===== src/rtl/aes_round_sequencer.sv =====
// Control FSM for an iterative AES datapath: accepts a block, optionally runs
// key expansion, then steps one round per clock and hands the result off.
module aes_round_sequencer #(
  parameter int KEXP_TIMEOUT = 64,
  parameter int CNT_W        = 16
) (
  input  logic             clk,
  input  logic             rst_n,
  input  logic             req_valid,
  output logic             req_ready,
  input  logic [1:0]       key_len,
  input  logic             key_reuse,
  input  logic             abort,
  output logic             key_exp_start,
  input  logic             key_exp_done,
  output logic             ld_state,
  output logic             round_en,
  output logic [3:0]       round_idx,
  output logic             last_round,
  output logic             out_valid,
  input  logic             out_ready,
  output logic             err,
  output logic             busy,
  output logic [CNT_W-1:0] blk_cnt
);

  typedef enum logic [2:0] {IDLE, KEXP, INIT, ROUND, FINAL, DONE} state_e;

  localparam logic [7:0] TIMEOUT_LAST = 8'(KEXP_TIMEOUT - 1);

  state_e           state_q, state_d;
  logic [3:0]       nr_q, nr_d;
  logic [1:0]       len_q, len_d;
  logic [7:0]       kexp_cnt_q, kexp_cnt_d;
  logic             cache_valid_q, cache_valid_d;
  logic [1:0]       cache_len_q, cache_len_d;
  logic [CNT_W-1:0] blk_cnt_q, blk_cnt_d;
  logic [3:0]       round_idx_q, round_idx_d;
  logic             req_ready_q, req_ready_d;
  logic             key_exp_start_q, key_exp_start_d;
  logic             ld_state_q, ld_state_d;
  logic             round_en_q, round_en_d;
  logic             last_round_q, last_round_d;
  logic             out_valid_q, out_valid_d;
  logic             err_q, err_d;
  logic             busy_q, busy_d;
  logic             accept;
  logic             reuse_hit;

  assign accept    = req_valid & req_ready_q;
  assign reuse_hit = key_reuse & cache_valid_q & (cache_len_q == key_len);

  always_comb begin
    state_d       = state_q;
    nr_d          = nr_q;
    len_d         = len_q;
    kexp_cnt_d    = '0;
    cache_valid_d = cache_valid_q;
    cache_len_d   = cache_len_q;
    blk_cnt_d     = blk_cnt_q;
    err_d         = 1'b0;

    if (abort) begin
      state_d = IDLE;
      if (state_q == KEXP) cache_valid_d = 1'b0;
    end else begin
      case (state_q)
        IDLE: begin
          if (accept) begin
            if (key_len == 2'd3) begin
              err_d = 1'b1;
            end else begin
              nr_d    = 4'd10 + {1'b0, key_len, 1'b0};
              len_d   = key_len;
              state_d = reuse_hit ? INIT : KEXP;
            end
          end
        end
        KEXP: begin
          // The counter starts at zero on the start-pulse cycle
          if (key_exp_done) begin
            cache_valid_d = 1'b1;
            cache_len_d   = len_q;
            state_d       = INIT;
          end else if (kexp_cnt_q == TIMEOUT_LAST) begin
            err_d         = 1'b1;
            cache_valid_d = 1'b0;
            state_d       = IDLE;
          end else begin
            kexp_cnt_d = kexp_cnt_q + 8'd1;
          end
        end
        INIT:  state_d = ROUND;
        ROUND: if (round_idx_q == nr_q - 4'd1) state_d = FINAL;
        FINAL: state_d = DONE;
        DONE: begin
          if (out_ready) begin
            blk_cnt_d = blk_cnt_q + CNT_W'(1);
            state_d   = IDLE;
          end
        end
        default: state_d = IDLE;
      endcase
    end

    // Outputs are decoded from the next state so every strobe leaves a flop
    round_idx_d = '0;
    case (state_d)
      ROUND:   round_idx_d = (state_q == ROUND) ? round_idx_q + 4'd1 : 4'd1;
      FINAL:   round_idx_d = nr_q;
      default: round_idx_d = '0;
    endcase
    req_ready_d     = (state_d == IDLE);
    busy_d          = (state_d != IDLE);
    key_exp_start_d = (state_d == KEXP) && (state_q != KEXP);
    ld_state_d      = (state_d == INIT);
    round_en_d      = (state_d == ROUND) || (state_d == FINAL);
    last_round_d    = (state_d == FINAL);
    out_valid_d     = (state_d == DONE);
  end

  always_ff @(posedge clk or negedge rst_n) begin
    if (!rst_n) begin
      state_q         <= IDLE;
      nr_q            <= 4'd10;
      len_q           <= '0;
      kexp_cnt_q      <= '0;
      cache_valid_q   <= 1'b0;
      cache_len_q     <= '0;
      blk_cnt_q       <= '0;
      round_idx_q     <= '0;
      req_ready_q     <= 1'b1;
      key_exp_start_q <= 1'b0;
      ld_state_q      <= 1'b0;
      round_en_q      <= 1'b0;
      last_round_q    <= 1'b0;
      out_valid_q     <= 1'b0;
      err_q           <= 1'b0;
      busy_q          <= 1'b0;
    end else begin
      state_q         <= state_d;
      nr_q            <= nr_d;
      len_q           <= len_d;
      kexp_cnt_q      <= kexp_cnt_d;
      cache_valid_q   <= cache_valid_d;
      cache_len_q     <= cache_len_d;
      blk_cnt_q       <= blk_cnt_d;
      round_idx_q     <= round_idx_d;
      req_ready_q     <= req_ready_d;
      key_exp_start_q <= key_exp_start_d;
      ld_state_q      <= ld_state_d;
      round_en_q      <= round_en_d;
      last_round_q    <= last_round_d;
      out_valid_q     <= out_valid_d;
      err_q           <= err_d;
      busy_q          <= busy_d;
    end
  end

  assign req_ready     = req_ready_q;
  assign key_exp_start = key_exp_start_q;
  assign ld_state      = ld_state_q;
  assign round_en      = round_en_q;
  assign round_idx     = round_idx_q;
  assign last_round    = last_round_q;
  assign out_valid     = out_valid_q;
  assign err           = err_q;
  assign busy          = busy_q;
  assign blk_cnt       = blk_cnt_q;

endmodule


===== config.mk =====
export PLATFORM = sky130hd
export DESIGN_NAME = aes_round_sequencer
export DESIGN_NICKNAME = d
export VERILOG_FILES = /design/src/rtl/aes_round_sequencer.sv
export SDC_FILE = /design/constraint.sdc
export NUM_CORES = 1
export LEC_CHECK = 0
export ABC_AREA = 0
export CAP_MARGIN = 20
export CORE_ASPECT_RATIO = 1.2
export CORE_MARGIN = 4
export CORE_UTILIZATION = 30
export CTS_BUF_LIST = sky130_fd_sc_hd__clkbuf_2
export DETAILED_ROUTE_END_ITERATION = 8
export PLACE_DENSITY = 0.59
export SLEW_MARGIN = 10
export SYNTH_ARGS = -nofsm -noshare
export SYNTH_HDL_FRONTEND = slang
export SYNTH_SLANG_ARGS = --single-unit

===== constraint.sdc =====
create_clock -name clk -period 4.15 [get_ports clk]
set_input_delay 0.83 -clock clk [delete_from_list [all_inputs] [get_ports clk]]
set_output_delay 0.83 -clock clk [all_outputs]
set_load 0.005 [all_outputs]

; ---- Yosys cells after proc, flatten, opt, wreduce, memory -nomap -nowiden
; Index checks and enable logic that the tools add are counted.
[word_totals]
latchBits = 0
rom_bits = 0
input_bits = 9
wordCells = 77
ramBits = 0
out_inout_bits = 28
memories = 0
ff_bits = 48
[classes]
bitwise = 5
n_reduce_logical = 10
mux = 26
n_div = 0
magnitude_cmp = 0
n_addsub = 5
n_shift = 0
eq_ne = 15
multipliers = 0
[ops]
columns = operator, n
row1 = $mux W8, 4
row2 = $mux W3, 7
row3 = $pmux W3 S6, 1
row4 = $add A16 B1 Y16 const B, 1
row5 = $eq A3 B2 Y1 const B, 4
row6 = $eq A3 B3 Y1 const B, 4
row7 = $mux W1, 10
row8 = $add A8 B1 Y8 const B, 1
row9 = $eq A8 B6 Y1 const B, 1
row10 = $pmux W4 S2, 1
row11 = $eq A3 B1 Y1 const B, 2
row12 = $logic_not A3 Y1, 2
row13 = $reduce_and A3 Y1, 2
row14 = $reduce_bool A3 Y1, 2
row15 = $add A4 B1 Y4 const B, 1
row16 = $add A4 B3 Y4 const A, 1
row17 = $eq A4 B4 Y1, 1
row18 = $mux W4, 1
row19 = $reduce_and A4 Y1, 1
row20 = $sub A4 B1 Y4 const B, 1
row21 = $and A1 B1 Y1, 3
row22 = $ne A3 B1 Y1 const B, 1
row23 = $eq A2 B2 Y1, 1
row24 = $eq A2 B2 Y1 const B, 1
row25 = other kinds (6), 7

; ---- Longest topological paths before layout
; Gate-level depths: netlist of run 1.
[depth]
depth_word = 9
mapped_depth = 6
depth_no_buf = 6

; ---- Worst setup path before layout of run 1
; OpenSTA, ideal clock, no wires.
[synth_path]
path_kind = input to register
from = input port key_len[0]
to = register len_q[0]
path_slack_ps = 2230
path_buffers = 0
t_required_ps = 4025
cell_stages = 3
arrival_time_ps = 1795
setup_ps = 125
cell_sequence = ha_1 > nor4_4 > mux2_2
[synth_between]
elab_chain_len = 3
[synth_lines]
columns = element, line
row1 = start: declaration, 11  ; input logic [1:0] key_len,
row2 = $eq A2 B2 Y1, 70  ; if (key_len == 2'd3) begin
row3 = $not A1 Y1 (no source line), n/a
row4 = $reduce_and A4 Y1 (no source line), n/a
row5 = end signal: assignment, 143  ; len_q <= len_d;
row6 = end: declaration, 33  ; logic [1:0] len_q, len_d;
; Parallel ways exist; a longest one is shown, timed or not.
; A chain may end at the register's enable or synchronous reset.

; ---- Final worst setup path of run 1
[layout_path]
from = register req_ready_q (netlist: req_ready)
to = output port req_ready
[layout_lines]
columns = element, line
row1 = start: declaration, 39  ; logic req_ready_q, req_ready_d;
row2 = start signal: assignment, 149  ; req_ready_q <= req_ready_d;
row3 = end: declaration, 10  ; output logic req_ready,
; No word-level cell between the ends.

==> results.py, run 1 <==
metrics = {
    "sta": {
        "fin_crit_ns": 2.35,
        "final-hold-violation-count": 0,
        "setup_viol": 0,
        "finalSetupTns_ns": 0,
        "tightest_slew_ns": 0.700,
        "fin_skew_ns": 0.0130,
        "rsz0062_at_grt": "false",
        "worst_slack_ns": 1.80,
        "max_freq_ghz": 0.426,
        "max-slew-margin-rel_pct": 53.2,
        "min_period_over_period_pct": 56.6,
        "timing.final.max_slew_violations": 0,
    },
    "worst_setup_path": {
        "slowest_delay_ns": 0.62,
        "crit_slowest_cell": "dfstp_2",
        "end_kind": "primary output",
        "cp_data_required_time_ns": 3.32,
        "start_kind": "flop",
        "crit_chain": "clkdlybuf4s50_1",
        "crit_type": "flop to primary output",
        "crit_buf_inv": 1,
        "critPathMaxFanout": 2,
        "crit_family": "flip-flops",
        "crit_arrival_ns": 1.52,
    },
    "clock_tree": {
        "cts.sinks": 47,
        "cts_setup_buffers": 0,
        "htreeDepth": 2,
        "cts_tree": "yes",
        "clk_latency_ns": 0.40,
        "root_buffer": "clkbuf_2",
        "ctsResizeCount": 0,
        "cts-buffers-inserted": 5,
        "path_clk_slew_ns": 0.23,
        "ctsHoldBuffers": 0,
        "clock_path_buffers": 2,
    },
    "cells_and_area": {
        "diodes": 0,
        "nets": 240,
        "drive_gt1_share_pct": 14.1,
        "area_delta_synth_final_pct": 22.6,
        "nFillCells": 738,
        "regArea_um2": 1180,
        "multi_input_area_um2": 1020,
    },
    "routing": {
        "via_count": 1507,
        "drc": 0,
        "wl_per_cell_um": 13.5,
        "ant_nets": 0,
        "firstDrtPassIters": 4,
        "finalWirelength_um": 4280,
        "drtIter0Drc": 57,
        "avgViaCountPerCell": 4.75,
    },
    "power_and_ir_drop": {
        "p_per_area_nw_per_um2": 327,
        "p_leak_nw": 1.25,
        "max-vdd-ir-drop_v": 0.000139,
        "clock_power_share_pct": 20.7,
        "combPwrFrac_pct": 18.7,
        "seqPwrFrac_pct": 60.6,
        "p_sw_mw": 0.254,
        "p_sw_share_pct": 28.4,
        "internal-power_mw": 0.643,
    },
    "place": {
        "dp_slack_ns": 1.51,
        "placement.io_buffers": 36,
        "gp_congestion": 0.727,
        "hpwlAfterDp_um": 3150,
    },
    "synth": {
        "synth.net_count": 199,
        "synthArstFlopShare_pct": 100,
        "synth-edff-count": 0,
        "seq_area_frac_synth_pct": 52.7,
        "syn_inst": 185,
        "ys_warn_count": 0,
        "syn_area_per_cell_um2": 12.1,
        "ys_types": 45,
        "synth-main-ff-cell": "dfrtp_1",
        "syn-cell-area_um2": 2240,
        "ys_seq_elements": 47,
    },
    "floorplanning": {
        "dieArea_um2": 8920,
        "die_x_um": 86.9,
        "ios": 37,
        "start_util_pct": 30.8,
        "rows": 34,
        "fp.dieH_um": 103,
        "core_area_um2": 7270,
    },
    "global_route": {
        "grt_overflow": 0,
        "grtUsageTotal_pct": 10.5,
        "grt_max_degree": 48,
        "grt_pass1_wl_um": 7270,
        "antenna_found_initial": 0,
        "grt_pass1_vias": 1464,
    },
    "run_status": {
        "status": "completed",
    },
    "run": {
        "drv_cap": 0,
    },
    "min_path": {
        "worstHoldPathType": "input pin to async pin",
    },
}
cell type report:
| cell class | count | share of cell area [%] |
|---|---|---|
| clock buffers | 7 | 1.28 |
| flip-flops and latches | 47 | 42.9 |
| clock inverters | 1 | 0.182 |
| repair buffers | 37 | 13.7 |
| well taps | 90 | 4.10 |
| multi-input cells | 131 | 37.3 |
| inverters | 4 | 0.546 |
sequential cells by signal, indices dropped and copies added, names as in the netlist, 2 cells and up:
name,cells
len_q,2
state_q,3
blk_cnt,16
round_idx,4
cache_len_q,2
nr_q,3
kexp_cnt_q,8
path summary, 6_finish.rpt:
kind | depth (start not counted) | end | startpoint | slack, ns
min in group clk | 1 | blk_cnt[15] | blk_cnt[15] | 0.49
setup / recovery | 1 | req_ready | req_ready | 1.80
setup reg to reg | 6 | round_idx[1] | nr_q[1] | 2.24
hold / removal | 1 | len_q[0] | rst_n | 0.36
hold reg to reg | 1 | blk_cnt[15] | blk_cnt[15] | 0.49
max in group asynchronous | 2 | req_ready | rst_n | 3.21
logic make-up (layout without fill, tap and decap cells):
group | count (synthesis) | in the layout | synth area share (%)
flops | 47 | 47 | 52.7
buf+inv | 7 | 49 | 1.62
mux | 5 | 5 | 2.51
xor+xnor | 28 | 28 | 11.6
simple gates | 75 | 75 | 22.7
compound gates | 18 | 18 | 6.14
fa+ha+maj | 5 | 5 | 2.79
through the flow:
step	cell area (µm²)	std cells	hold slack, ns	power (mW)	utilization, %
after CTS	2730	316	0.495	0.914	37.5
final	2750	317	0.360	0.897	37.8
after global placement	2690	308	0.453	0.718	36.9
after floorplan	2240	185	0.441	0.657	-
after detailed placement	2690	308	0.464	0.722	36.9
after global routing	2750	317	0.353	0.955	37.8
power by group through the flow:
stage / registers [mW] / logic, mW / clock network [mW]
floorplan: 0.542 / 0.116 / 0
global placement: 0.552 / 0.166 / 0
global route: 0.551 / 0.190 / 0.214
finish: 0.544 / 0.168 / 0.186
detailed placement: 0.553 / 0.169 / 0
CTS: 0.545 / 0.169 / 0.200
Yosys cell counts (2+ instances only):
cell | number | area, µm²
a21o_1 | 3 | 22.5
a21oi_1 | 4 | 20.0
a22o_1 | 3 | 26.3
and2_1 | 2 | 12.5
and3_1 | 8 | 50.1
buf_2 | 2 | 10.0
dfrtp_1 | 44 | 1100
dfstp_2 | 3 | 78.8
ha_1 | 5 | 62.6
inv_1 | 4 | 15.0
mux2_2 | 5 | 56.3
nand2_1 | 8 | 30.0
nand3_1 | 10 | 50.1
nand4_1 | 8 | 50.1
nor2_1 | 17 | 63.8
nor3_1 | 2 | 10.0
nor3_2 | 2 | 20.0
nor4_4 | 2 | 42.5
o21ai_0 | 2 | 10.0
xnor2_1 | 14 | 123
xor2_1 | 13 | 114
placed cells by master, fill, tap and decap left out, drive strengths merged, types with 2 or more instances in the layout:
cell type,Yosys,final
and2,3,3
nor4,3,3
nor2,17,17
ha,5,5
xor2,13,13
a21oi,4,4
clkdlybuf4s50,0,35
clkbuf,0,7
buf,3,2
xnor2,14,14
dfstp,3,3
mux2,5,5
nor3,4,4
nand4,8,8
a22o,3,3
nor3b,3,3
and3,8,8
inv,4,4
o21ai,2,2
nand3b,2,2
nand2,8,8
a21o,3,3
dfrtp,44,44
and2b,2,2
nand3,10,10
layer usage:
metal	up-vias	global-route usage [%]	wire length, µm
met5	-	0	0
met4	0	3.60	64
met3	5	2.88	182
met2	24	16.9	2150
met1	737	13.5	1890
li1	741	-	-
Note: power is estimated with default switching activity, not from simulation.
==> inputs of run 2 (changes only) <==
==> constraint.sdc (replaced) <==
create_clock -name clk -period 2.2 [get_ports clk]
set_input_delay 0.44 -clock clk [delete_from_list [all_inputs] [get_ports clk]]
set_output_delay 0.44 -clock clk [all_outputs]
set_load 0.005 [all_outputs]
==> results.py, run 2 (same netlist as run 1, synthesis figures left out) <==
metrics = {
    "clock_tree": {
        "path_clk_slew_ns": 0.24,
        "ctsHoldBuffers": 1,
        "root_buffer": "clkbuf_2",
        "cts_setup_buffers": 0,
        "htreeDepth": 2,
        "cts_tree": "yes",
        "cts.sinks": 47,
        "clk_latency_ns": 0.40,
        "cts-buffers-inserted": 5,
        "clock_path_buffers": 2,
        "ctsResizeCount": 0,
    },
    "worst_setup_path": {
        "crit_arrival_ns": 1.49,
        "crit_slowest_cell": "dfstp_2",
        "slowest_delay_ns": 0.61,
        "crit_type": "flop to primary output",
        "cp_data_required_time_ns": 1.76,
        "crit_buf_inv": 1,
        "crit_chain": "clkdlybuf4s50_1",
        "end_kind": "primary output",
        "start_kind": "flop",
        "critPathMaxFanout": 2,
        "crit_family": "flip-flops",
    },
    "routing": {
        "drc": 0,
        "wl_per_cell_um": 13.8,
        "firstDrtPassIters": 4,
        "avgViaCountPerCell": 4.72,
        "ant_nets": 0,
        "drtIter0Drc": 33,
        "finalWirelength_um": 4440,
        "via_count": 1514,
    },
    "sta": {
        "fin_crit_ns": 1.93,
        "min_period_over_period_pct": 87.8,
        "max_freq_ghz": 0.517,
        "timing.final.max_slew_violations": 0,
        "rsz0062_at_grt": "false",
        "worst_slack_ns": 0.267,
        "finalSetupTns_ns": 0,
        "final-hold-violation-count": 0,
        "fin_skew_ns": 0.0233,
        "fin_hold_ws_ns": 0.486,
        "tightest_slew_ns": 0.510,
        "setup_viol": 0,
        "max-slew-margin-rel_pct": 66.0,
    },
    "place": {
        "placement.io_buffers": 36,
        "dp_slack_ns": 0.0943,
        "placed_cells": 312,
        "place_area_um2": 2740,
        "gp_congestion": 0.732,
        "hpwlAfterDp_um": 3360,
    },
    "cells_and_area": {
        "diodes": 0,
        "finalInstanceArea_um2": 2820,
        "final_common_cell": "dfrtp_1",
        "nets": 244,
        "multi_input_area_um2": 1020,
        "largest_reg_flops": 16,
        "nFillCells": 716,
        "area_delta_synth_final_pct": 25.7,
        "layout_common_cells": "44 x dfrtp_1, 35 x clkdlybuf4s50_1, 17 x nor2_1, 14 x xnor2_1, 13 x xor2_1",
        "regArea_um2": 1180,
        "final_cells": 321,
        "drive_gt1_share_pct": 15.2,
    },
    "global_route": {
        "grtUsageTotal_pct": 11.1,
        "grt_overflow": 0,
        "grt_pass1_vias": 1613,
        "grt_use_met3_pct": 2.96,
        "antenna_found_initial": 0,
        "grt_pass1_wl_um": 7800,
        "grt_max_degree": 27,
        "busiest_layer": "met2",
        "gr-usage-met1_pct": 13.8,
        "grt_util_met2_pct": 18.9,
    },
    "floorplanning": {
        "ios": 37,
        "rows": 34,
        "core_area_um2": 7270,
        "fp.dieH_um": 103,
        "start_util_pct": 30.8,
        "die_x_um": 86.9,
        "dieArea_um2": 8920,
    },
    "run_status": {
        "status": "completed",
    },
    "run": {
        "drv_cap": 0,
    },
    "power_and_ir_drop": {
        "p_per_area_nw_per_um2": 649,
        "max-vdd-ir-drop_v": 0.000259,
        "p_leak_nw": 1.29,
    },
    "min_path": {
        "worstHoldPathType": "input pin to async pin",
    },
}
-- run 2: cell count changes in the layout (fill, tap and decap cells not counted), sizes merged --
cell | before | now
dlygate4sd3 | 0 | 1
buf | 2 | 5
clkinv | 1 | 0
bufinv | 0 | 1
-- run 2: routing by layer --
| layer | share of wire [%] | wire (µm) | vias up |
|---|---|---|---|
| li1 | - | - | 752 |
| met1 | 44 | 1930 | 732 |
| met2 | 51 | 2270 | 24 |
| met3 | 4.2 | 185 | 6 |
| met4 | 1.3 | 57 | 0 |
| met5 | 0 | 0 | - |
-- run 2: cell type report --
cell class / count / area share [%]
Timing Repair Buffer: 41 / 14.9
Clock buffer: 7 / 1.24
Sequential cell: 47 / 41.9
Clock inverter: 1 / 1.07
Inverter: 4 / 0.533
Multi-Input combinational cell: 131 / 36.4
Tap cell: 90 / 4.00
-- run 2: report_power, final --
group	internal [mW]	leakage (nW)	switching [mW]
logic	0.181	0.611	0.153
clock network	0.202	0.0432	0.268
registers	0.956	0.632	0.0673
-- run 2: through the flow --
stage / total power [mW] / util (%)
global route: 1.94 / 38.7
floorplan: 1.24 / -
global placement: 1.37 / 37.7
CTS: 1.86 / 38.7
finish: 1.83 / 38.7
detailed placement: 1.38 / 37.7
-- run 2: final timing paths --
kind	from	endpoint	slack, ns	cells past startpoint
worst max register to register	nr_q[1]	round_idx[1]	0.31	6
worst min-delay path	rst_n	blk_cnt[13]	0.49	2
worst max-delay path	req_ready	req_ready	0.27	1
max in group asynchronous	rst_n	req_ready	1.09	3
worst min register to register	cache_valid_q	cache_valid_q	0.50	1
min in group clk	cache_valid_q	cache_valid_q	0.50	1
==> inputs of run 3 (changes only) <==
--- a/config.mk
+++ b/config.mk
@@ -12,7 +12,7 @@
 export CORE_UTILIZATION = 30
 export CTS_BUF_LIST = sky130_fd_sc_hd__clkbuf_2
 export DETAILED_ROUTE_END_ITERATION = 8
-export PLACE_DENSITY = 0.59
+export PLACE_DENSITY = 0.61
 export SLEW_MARGIN = 10
 export SYNTH_ARGS = -nofsm -noshare
 export SYNTH_HDL_FRONTEND = slang
==> constraint.sdc (replaced) <==
create_clock -name clk -period 1.72 [get_ports clk]
set_input_delay 0.344 -clock clk [delete_from_list [all_inputs] [get_ports clk]]
set_output_delay 0.344 -clock clk [all_outputs]
set_load 0.005 [all_outputs]
==> results.py, run 3 (same netlist as run 1, synthesis figures left out) <==
metrics = {
    "routing": {
        "drtIter0Drc": 49,
        "firstDrtPassIters": 4,
        "wl_per_cell_um": 13.1,
        "drc": 0,
        "via_count": 1687,
        "avgViaCountPerCell": 4.60,
        "ant_nets": 0,
        "finalWirelength_um": 4820,
    },
    "global_route": {
        "grt_max_degree": 29,
        "antenna_found_initial": 0,
        "grt_pass1_vias": 1770,
        "grt_overflow": 0,
        "grt_pass1_wl_um": 8330,
        "grtUsageTotal_pct": 11.8,
    },
    "floorplanning": {
        "dieArea_um2": 8920,
        "die_x_um": 86.9,
        "fp.dieH_um": 103,
        "start_util_pct": 30.8,
        "ios": 37,
        "core_area_um2": 7270,
        "rows": 34,
    },
    "clock_tree": {
        "root_buffer": "clkbuf_2",
        "path_clk_slew_ns": 0.25,
        "cts-buffers-inserted": 5,
        "cts.sinks": 47,
        "clk_latency_ns": 0.41,
        "htreeDepth": 2,
        "clock_path_buffers": 2,
        "cts_tree": "yes",
    },
    "run_status": {
        "violations": "negative setup slack",
        "status": "complete, but fails checks",
    },
    "cells_and_area": {
        "nets": 290,
        "diodes": 0,
        "multi_input_area_um2": 1070,
        "drive_gt1_share_pct": 31.4,
        "regArea_um2": 1180,
        "layout_common_cells": "49 x buf_4, 43 x dfrtp_1, 17 x nor2_1, 16 x dlymetal6s2s_1, 14 x xnor2_1",
        "largest_reg_flops": 16,
        "utilization_pct": 44.4,
        "nFillCells": 680,
        "final_common_cell": "buf_4",
        "final_cells": 367,
        "area_delta_synth_final_pct": 44.1,
        "finalInstanceArea_um2": 3230,
    },
    "sta": {
        "setup_viol": 2,
        "finalSetupTns_ns": -0.0252,
        "fin_hold_ws_ns": 0.369,
        "max-slew-margin-rel_pct": 67.7,
        "worst_slack_ns": -0.0130,
        "timing.final.max_slew_violations": 0,
        "fin_skew_ns": 0.0277,
        "min_period_over_period_pct": 101,
        "final-hold-violation-count": 0,
        "rsz0062_at_grt": "true",
        "fin_crit_ns": 1.73,
        "max_freq_ghz": 0.577,
        "tightest_slew_ns": 0.485,
    },
    "place": {
        "dp_slack_ns": -0.244,
        "placed_cells": 330,
        "hpwlAfterDp_um": 3360,
        "gp_congestion": 0.768,
        "placement.io_buffers": 36,
        "place_area_um2": 2870,
    },
    "power_and_ir_drop": {
        "p_per_area_nw_per_um2": 767,
        "max-vdd-ir-drop_v": 0.000308,
        "p_leak_nw": 1.85,
        "p_total_mw": 2.47,
    },
    "worst_setup_path": {
        "reg2reg_from": "nr_q[1]",
        "r2r-end": "round_idx[3]",
        "reg2regPathDepth": 7,
        "crit_arrival_ns": 2.06,
        "rrSetupSlack_ns": -0.01,
        "start_kind": "flop",
        "cp_data_required_time_ns": 2.05,
        "end_kind": "flop",
        "critPathMaxFanout": 3,
        "crit_type": "flop to flop",
    },
    "run": {
        "drv_cap": 0,
    },
    "min_path": {
        "worstHoldPathType": "input pin to async pin",
    },
}
run 3: worst max-delay path: stages (launching register included):
cell and delay (ns):
dfstp_2 0.59, inv_2 0.04, ha_4 0.26, xor2_2 0.15, buf_4 0.13, nand4_1 0.07
and3_1 0.22, a22o_1 0.20
run 3: area by class of cell:
cell class / count / area share, %
Sequential cell: 47 / 36.6
Multi-Input combinational cell: 131 / 33.2
Timing Repair Buffer: 87 / 24.3
Tap cell: 90 / 3.49
Clock inverter: 3 / 1.20
Clock buffer: 5 / 0.775
Inverter: 4 / 0.465
run 3: how the worst max path moves through the flow:
stage / slack [ns] / to / from
2_1_floorplan: 0.07 / round_idx[2] / nr_q[1]
3_3_place_gp: -0.22 / len_q[1] / key_len[0]
3_5_place_dp: -0.24 / len_q[1] / key_len[0]
4_1_cts: -0.02 / round_idx[1] / nr_q[1]
5_1_grt: -0.18 / round_idx[1] / nr_q[1]
6_report: -0.01 / round_idx[3] / nr_q[1]
run 3: timing repair:
| item | 4_1_cts | 5_1_grt |
|---|---|---|
| hold endpoints to repair | 19 | 0 |
| pin swaps | 6 | 3 |
| endpoints found under the setup margin | 26 | 27 |
| gates resized for setup | 13 | 21 |
| buffers inserted | 22 | 6 |
| hold buffers | 1 | 0 |
run 3: per-layer routing:
metal  GRT usage, %  share of wire, %  up-vias
met2           19.0                49       27
met3           3.28               4.7        9
li1               -                 -      838
met1           14.7                44      813
met4           5.04               2.1        0
met5              0                 0        -
run 3: report_power, final:
group	switching, mW	internal [mW]
clock network	0.352	0.239
logic	0.262	0.327
registers	0.0722	1.22
total	0.686	1.79
